## config.mk

```make
export PLATFORM = sky130hd
export DESIGN_NAME = simd_seq_ctrl
export DESIGN_NICKNAME = d
export VERILOG_FILES = /design/src/rtl/simd_seq_ctrl.sv
export SDC_FILE = /design/constraint.sdc
export NUM_CORES = 1
export LEC_CHECK = 0
export ABC_AREA = 0
export CORE_ASPECT_RATIO = 0.8
export CORE_MARGIN = 10
export CORE_UTILIZATION = 60
export DETAILED_ROUTE_END_ITERATION = 10
export PLACE_DENSITY = 0.86
export SYNTH_ARGS = -nofsm -noshare
export SYNTH_HDL_FRONTEND = slang
export SYNTH_SLANG_ARGS = --single-unit
```

## constraint.sdc

```tcl
create_clock -name clk -period 3.5 [get_ports clk]
set_input_delay 0.35 -clock clk [delete_from_list [all_inputs] [get_ports clk]]
set_output_delay 0.35 -clock clk [all_outputs]
set_load 0.005 [all_outputs]
```

## src/rtl/simd_seq_ctrl.sv

```systemverilog
// Operand sequencer for the SIMD unit: buffers host bytes, streams them in on a run,
// holds send for a fixed window and returns the captured result nibbles.
module simd_seq_ctrl #(
    parameter int unsigned NBYTES       = 32,
    parameter int unsigned SETUP_CYCLES = 3,
    parameter int unsigned SEND_CYCLES  = 16
) (
    input  logic       clk,
    input  logic       rst,
    input  logic       wr_en,
    input  logic [7:0] wr_data,
    input  logic       clr_buf,
    output logic       wr_full,
    input  logic       start,
    input  logic [3:0] start_mode,
    input  logic       start_dtype,
    input  logic       start_reuse,
    output logic       busy,
    output logic       done,
    output logic       err,
    output logic       load,
    output logic [3:0] mode,
    output logic       dtype,
    output logic [7:0] data_,
    output logic       send,
    input  logic [3:0] simd_data,
    output logic       res_valid,
    output logic [3:0] res_data
);

    localparam int unsigned MaxLs    = (NBYTES > SETUP_CYCLES) ? NBYTES : SETUP_CYCLES;
    localparam int unsigned MaxPhase = (MaxLs > SEND_CYCLES) ? MaxLs : SEND_CYCLES;
    localparam int unsigned CntW     = $clog2(MaxPhase + 1);
    localparam int unsigned PtrW     = $clog2(NBYTES + 1);
    localparam int unsigned IdxW     = (NBYTES > 1) ? $clog2(NBYTES) : 1;

    typedef enum logic [2:0] {StIdle, StLoad, StSetup, StSend, StDone} state_e;

    state_e            state_q, state_d;
    logic [CntW-1:0]   cnt_q, cnt_d;
    logic [PtrW-1:0]   wr_ptr_q, wr_ptr_d;
    logic              loaded_q, loaded_d;
    logic              err_d, accept, buf_we, full;
    logic [7:0]        buf_mem [NBYTES];

    logic       wr_full_q, busy_q, done_q, err_q, load_q, dtype_q, send_q, res_valid_q;
    logic [3:0] mode_q, res_data_q;
    logic [7:0] data_q;

    assign full = (wr_ptr_q == PtrW'(NBYTES));

    always_comb begin
        state_d  = state_q;
        cnt_d    = cnt_q;
        wr_ptr_d = wr_ptr_q;
        loaded_d = loaded_q;
        err_d    = 1'b0;
        accept   = 1'b0;
        buf_we   = 1'b0;

        // busy_q also covers the done cycle, so host requests there are rejected too
        if (!busy_q) begin
            if (clr_buf) begin
                wr_ptr_d = '0;
                loaded_d = 1'b0;
            end else if (wr_en) begin
                if (full) begin
                    err_d = 1'b1;
                end else begin
                    buf_we   = 1'b1;
                    wr_ptr_d = wr_ptr_q + PtrW'(1);
                end
            end
            if (start) begin
                if (!start_reuse && full) begin
                    accept  = 1'b1;
                    state_d = StLoad;
                end else if (start_reuse && loaded_q) begin
                    accept  = 1'b1;
                    state_d = StSetup;
                end else begin
                    err_d = 1'b1;
                end
            end
        end else if (wr_en || clr_buf || start) begin
            err_d = 1'b1;
        end

        case (state_q)
            StLoad: begin
                if (cnt_q == CntW'(NBYTES - 1)) begin
                    cnt_d    = '0;
                    loaded_d = 1'b1;
                    state_d  = StSetup;
                end else begin
                    cnt_d = cnt_q + CntW'(1);
                end
            end
            StSetup: begin
                if (cnt_q == CntW'(SETUP_CYCLES - 1)) begin
                    cnt_d   = '0;
                    state_d = StSend;
                end else begin
                    cnt_d = cnt_q + CntW'(1);
                end
            end
            StSend: begin
                if (cnt_q == CntW'(SEND_CYCLES - 1)) begin
                    cnt_d   = '0;
                    state_d = StDone;
                end else begin
                    cnt_d = cnt_q + CntW'(1);
                end
            end
            StDone:  state_d = StIdle;
            default: ;
        endcase
    end

    // Operand storage needs no reset: an empty buffer is defined by wr_ptr alone
    always_ff @(posedge clk) begin
        if (buf_we) begin
            buf_mem[wr_ptr_q[IdxW-1:0]] <= wr_data;
        end
    end

    // Outputs are registered decodes of the current phase, one cycle behind it
    always_ff @(posedge clk) begin
        if (rst) begin
            state_q     <= StIdle;
            cnt_q       <= '0;
            wr_ptr_q    <= '0;
            loaded_q    <= 1'b0;
            wr_full_q   <= 1'b0;
            busy_q      <= 1'b0;
            done_q      <= 1'b0;
            err_q       <= 1'b0;
            load_q      <= 1'b0;
            mode_q      <= '0;
            dtype_q     <= 1'b0;
            data_q      <= '0;
            send_q      <= 1'b0;
            res_valid_q <= 1'b0;
            res_data_q  <= '0;
        end else begin
            state_q     <= state_d;
            cnt_q       <= cnt_d;
            wr_ptr_q    <= wr_ptr_d;
            loaded_q    <= loaded_d;
            wr_full_q   <= (wr_ptr_d == PtrW'(NBYTES));
            busy_q      <= (state_d != StIdle) || (state_q == StDone);
            done_q      <= (state_q == StDone);
            err_q       <= err_d;
            load_q      <= (state_q == StLoad);
            send_q      <= (state_q == StSend);
            res_valid_q <= send_q;
            if (state_q == StLoad) begin
                data_q <= buf_mem[cnt_q[IdxW-1:0]];
            end
            if (send_q) begin
                res_data_q <= simd_data;
            end
            if (accept) begin
                mode_q  <= start_mode;
                dtype_q <= start_dtype;
            end
        end
    end

    assign wr_full   = wr_full_q;
    assign busy      = busy_q;
    assign done      = done_q;
    assign err       = err_q;
    assign load      = load_q;
    assign mode      = mode_q;
    assign dtype     = dtype_q;
    assign data_     = data_q;
    assign send      = send_q;
    assign res_valid = res_valid_q;
    assign res_data  = res_data_q;

endmodule

```

==> impl_metrics.csv <==
group,metric,value,unit
placement,portBuffers,46,
final_layout,diodes,0,
synthesis,synth_area,11700,µm²
setup_path,cp_top_family,"simple AND/OR/NAND/NOR gates",
floorplanning,die-area,25600,µm²
clocking,htree_levels,1,
clocking,clock-sinks,296,
final_layout,n_fill_cell,1109,
routing,vias,6901,
setup_path,crit_required,3.67,ns
synthesis,yosysTopAreaCell,"edfxtp_1",
run_status,status,"finished, final reports clean",
clocking,cts_root_buffer,"clkbuf_16",
setup_path,critPathSlowestCell,"nor2_1",
clocking,cts_setup_buffers,0,
placement,pre_cts_slack,0.415,ns
setup_path,arrival,3.05,ns
placement,hpwl,18200,µm
pwr,vdd_ir_drop_max,0.000328,V
clocking,cts-resized-gates,0,
sta,finalClockSkew,0.0115,ns
placement,gp_congestion,0.901,
global_routing,grt_max_degree,35,
synthesis,synth_edf_count,256,
global_routing,grt_pass1_wl,44600,µm
clocking,cts_buffers,28,
synthesis,syn-num-nets,705,
clocking,clk_latency,0.54,ns
synthesis,ys_top_cells_by_area,"edfxtp_1 65%, mux4_2 12%, dfxtp_1 6.8%",
worst_hold_path,hold_path_class,"input port to register",
clocking,cts_tree,"yes",
synthesis,yosysTopAreaCellShare,0.655,
final_layout,multiInputGateArea,3060,µm²
routing,drt_iter0_drc,1227,
floorplanning,start_util,0.615,
synthesis,yosysWarnings,0,
synthesis,avgSynthCellArea,17.4,µm²
floorplanning,die_w,176,µm
setup_path,path_cells,"inv_1, ha_1, a311oi_1, nand2_1, nor2_1",
placement,placed_cell_area,12500,µm²
clocking,hold_buffers,0,
final_layout,final_common_cell,"edfxtp_1",
synthesis,syn_inst,676,
flow_run,cap_violations,0,
clocking,clock_path_buffers,3,
sta,finalCritPeriodShare,0.821,
global_routing,grt_util_all_layers,0.230,
pwr,power,7190,µW
setup_path,crit_fanout,9,
sta,min_period,2.87,ns
sta,finalSetupTns,0,ns
synthesis,ys_ff_latch,296,
sta,drv_slew,0,
floorplanning,num_rows,45,
setup_path,path_buf_inv,1,
sta,tightestPinTransition,0.915,ns
synthesis,ys.flop_type,"edfxtp_1",
setup_path,max_stage_delay,0.72,ns
floorplanning,chipHeight,145,µm
sta,max_freq,348,MHz
setup_path,path_class,"register to register",
setup_path,crit_path_end_kind,"register",
routing,drcViolationCount,0,
floorplanning,core,19100,µm²
sta,rsz0062_at_grt,"no",
final_layout,fin_nets,763,
routing,avgRoutedWirePerCell,29.1,µm
final_layout,final_cell_mix,"256 x edfxtp_1, 72 x nor2_1, 65 x mux4_2, 40 x clkdlybuf4s50_1, 38 x dfxtp_1",
synthesis,ys_seq_area_frac,0.723,
sta,setup_viol_count_final,0,
routing,vias_per_cell,6.81,
pwr,powerDensity,534,nW/µm²
sta,fin_ws,0.625,ns
pwr,p_leak,0.00416,µW
final_layout,syn_to_final_growth,14.7,%
routing,wl,29500,µm
sta,hold_viol,0,
floorplanning,io_pins,47,
global_routing,grt_pass1_vias,6734,
final_layout,stdcell_area,13500,µm²
sta,slew_headroom,0.390,
global_routing,grt.overflow.total,0,
global_routing,antenna_found_initial,1,
synthesis,synth_cell_types,50,
final_layout,utilization,0.705,
setup_path,worst_setup_path_start_kind,"register",
routing,dr.pass1.iters,6,
final_layout,drive_above_1_share,0.184,
routing,antenna_left,0,
synthesis,synthArstFlopShare,0,
clocking,path_clk_slew,0.06,ns
final_layout,regArea,8490,µm²
metal layers:
metal  wire length (µm)  track usage  share of wire  up-vias
met5                 12            0        0.00041        -
met4                782       0.0659          0.027        2
met3               3640       0.0500           0.12       70
met2              14000        0.354           0.48      582
met1              11000        0.327           0.37     3430
li1                   -            -              -     2817
synthesized netlist by cell type (all sizes together) (2+ instances only):
| cell type | instances |
|---|---|
| nor4b | 3 |
| nand3 | 10 |
| nor4 | 3 |
| nand2 | 26 |
| inv | 9 |
| nand3b | 5 |
| o211ai | 9 |
| and3 | 4 |
| or3b | 4 |
| edfxtp | 256 |
| o41ai | 2 |
| xnor2 | 2 |
| o22ai | 8 |
| mux2i | 11 |
| clkbuf | 26 |
| or3 | 3 |
| o31ai | 7 |
| nor2 | 72 |
| o21ai | 19 |
| or4 | 3 |
| a21oi | 18 |
| a221oi | 2 |
| nand2b | 6 |
| buf | 11 |
| nor2b | 8 |
| a211oi | 8 |
| and2 | 4 |
| dfxtp | 40 |
| o221ai | 8 |
| mux4 | 65 |
| nand4 | 2 |
| nor3 | 3 |
| ha | 6 |
area by class of cell:
| class | count | area share |
|---|---|---|
| Clock buffer | 39 | 0.0589 |
| Multi-Input combinational cell | 334 | 0.227 |
| Clock inverter | 13 | 0.0139 |
| Tap cell | 258 | 0.0240 |
| Timing Repair Buffer | 65 | 0.0426 |
| Sequential cell | 296 | 0.631 |
| Inverter | 9 | 0.00251 |
where the power goes:
| part | leakage, µW | internal [µW] | switching (µW) | total, µW |
|---|---|---|---|---|
| Clock | 0.000468 | 1940 | 1270 | 3220 |
| Combinational | 0.00106 | 34.5 | 98.5 | 133 |
| Sequential | 0.00263 | 3830 | 3.68 | 3840 |
metrics by stage:
step / hold WS [ns] / cells
after floorplan: 0.427 / 676
after global placement: 0.474 / 962
after detailed placement: 0.488 / 962
after CTS: 0.414 / 1014
after global routing: 0.435 / 1014
final: 0.425 / 1014
worst paths after layout:
kind                            cells after the start                       end  slack [ns]              startpoint
worst max-delay path                                5  buf_mem[31][2]$_DFFE_PP_        0.63  wr_ptr_q[0]$_SDFF_PP0_
worst min-delay path                                3      mode[3]$_SDFFE_PP0P_        0.42           start_mode[3]
worst max register to register                      5  buf_mem[31][2]$_DFFE_PP_        0.63  wr_ptr_q[0]$_SDFF_PP0_
worst min register to register                      2      mode[3]$_SDFFE_PP0P_        0.50    mode[3]$_SDFFE_PP0P_
registers in the layout (all words and copies together), names as in the netlist:
signal     flops
buf_mem      256
data_          8
cnt_q          6
wr_ptr_q       6
mode           4
res_data       4
state_q        3
busy           1
done           1
dtype          1
err            1
load           1
loaded_q       1
res_valid      1
send           1
wr_full        1
logic make-up after synthesis:
group	Yosys count	share of synthesized area
compound gates	88	0.0507
xor+xnor	3	0.00224
fa+ha+maj	6	0.00639
buf+inv	46	0.0162
flops	296	0.723
mux	77	0.135
simple gates	160	0.0664
worst reg2reg max path: stages, from the launching register on:
cell      delay, ns
dfxtp_1        0.46
inv_1          0.10
ha_1           0.25
a311oi_1       0.47
nand2_1        0.51
nor2_1         0.72
Power figures use the tool's default switching activity.
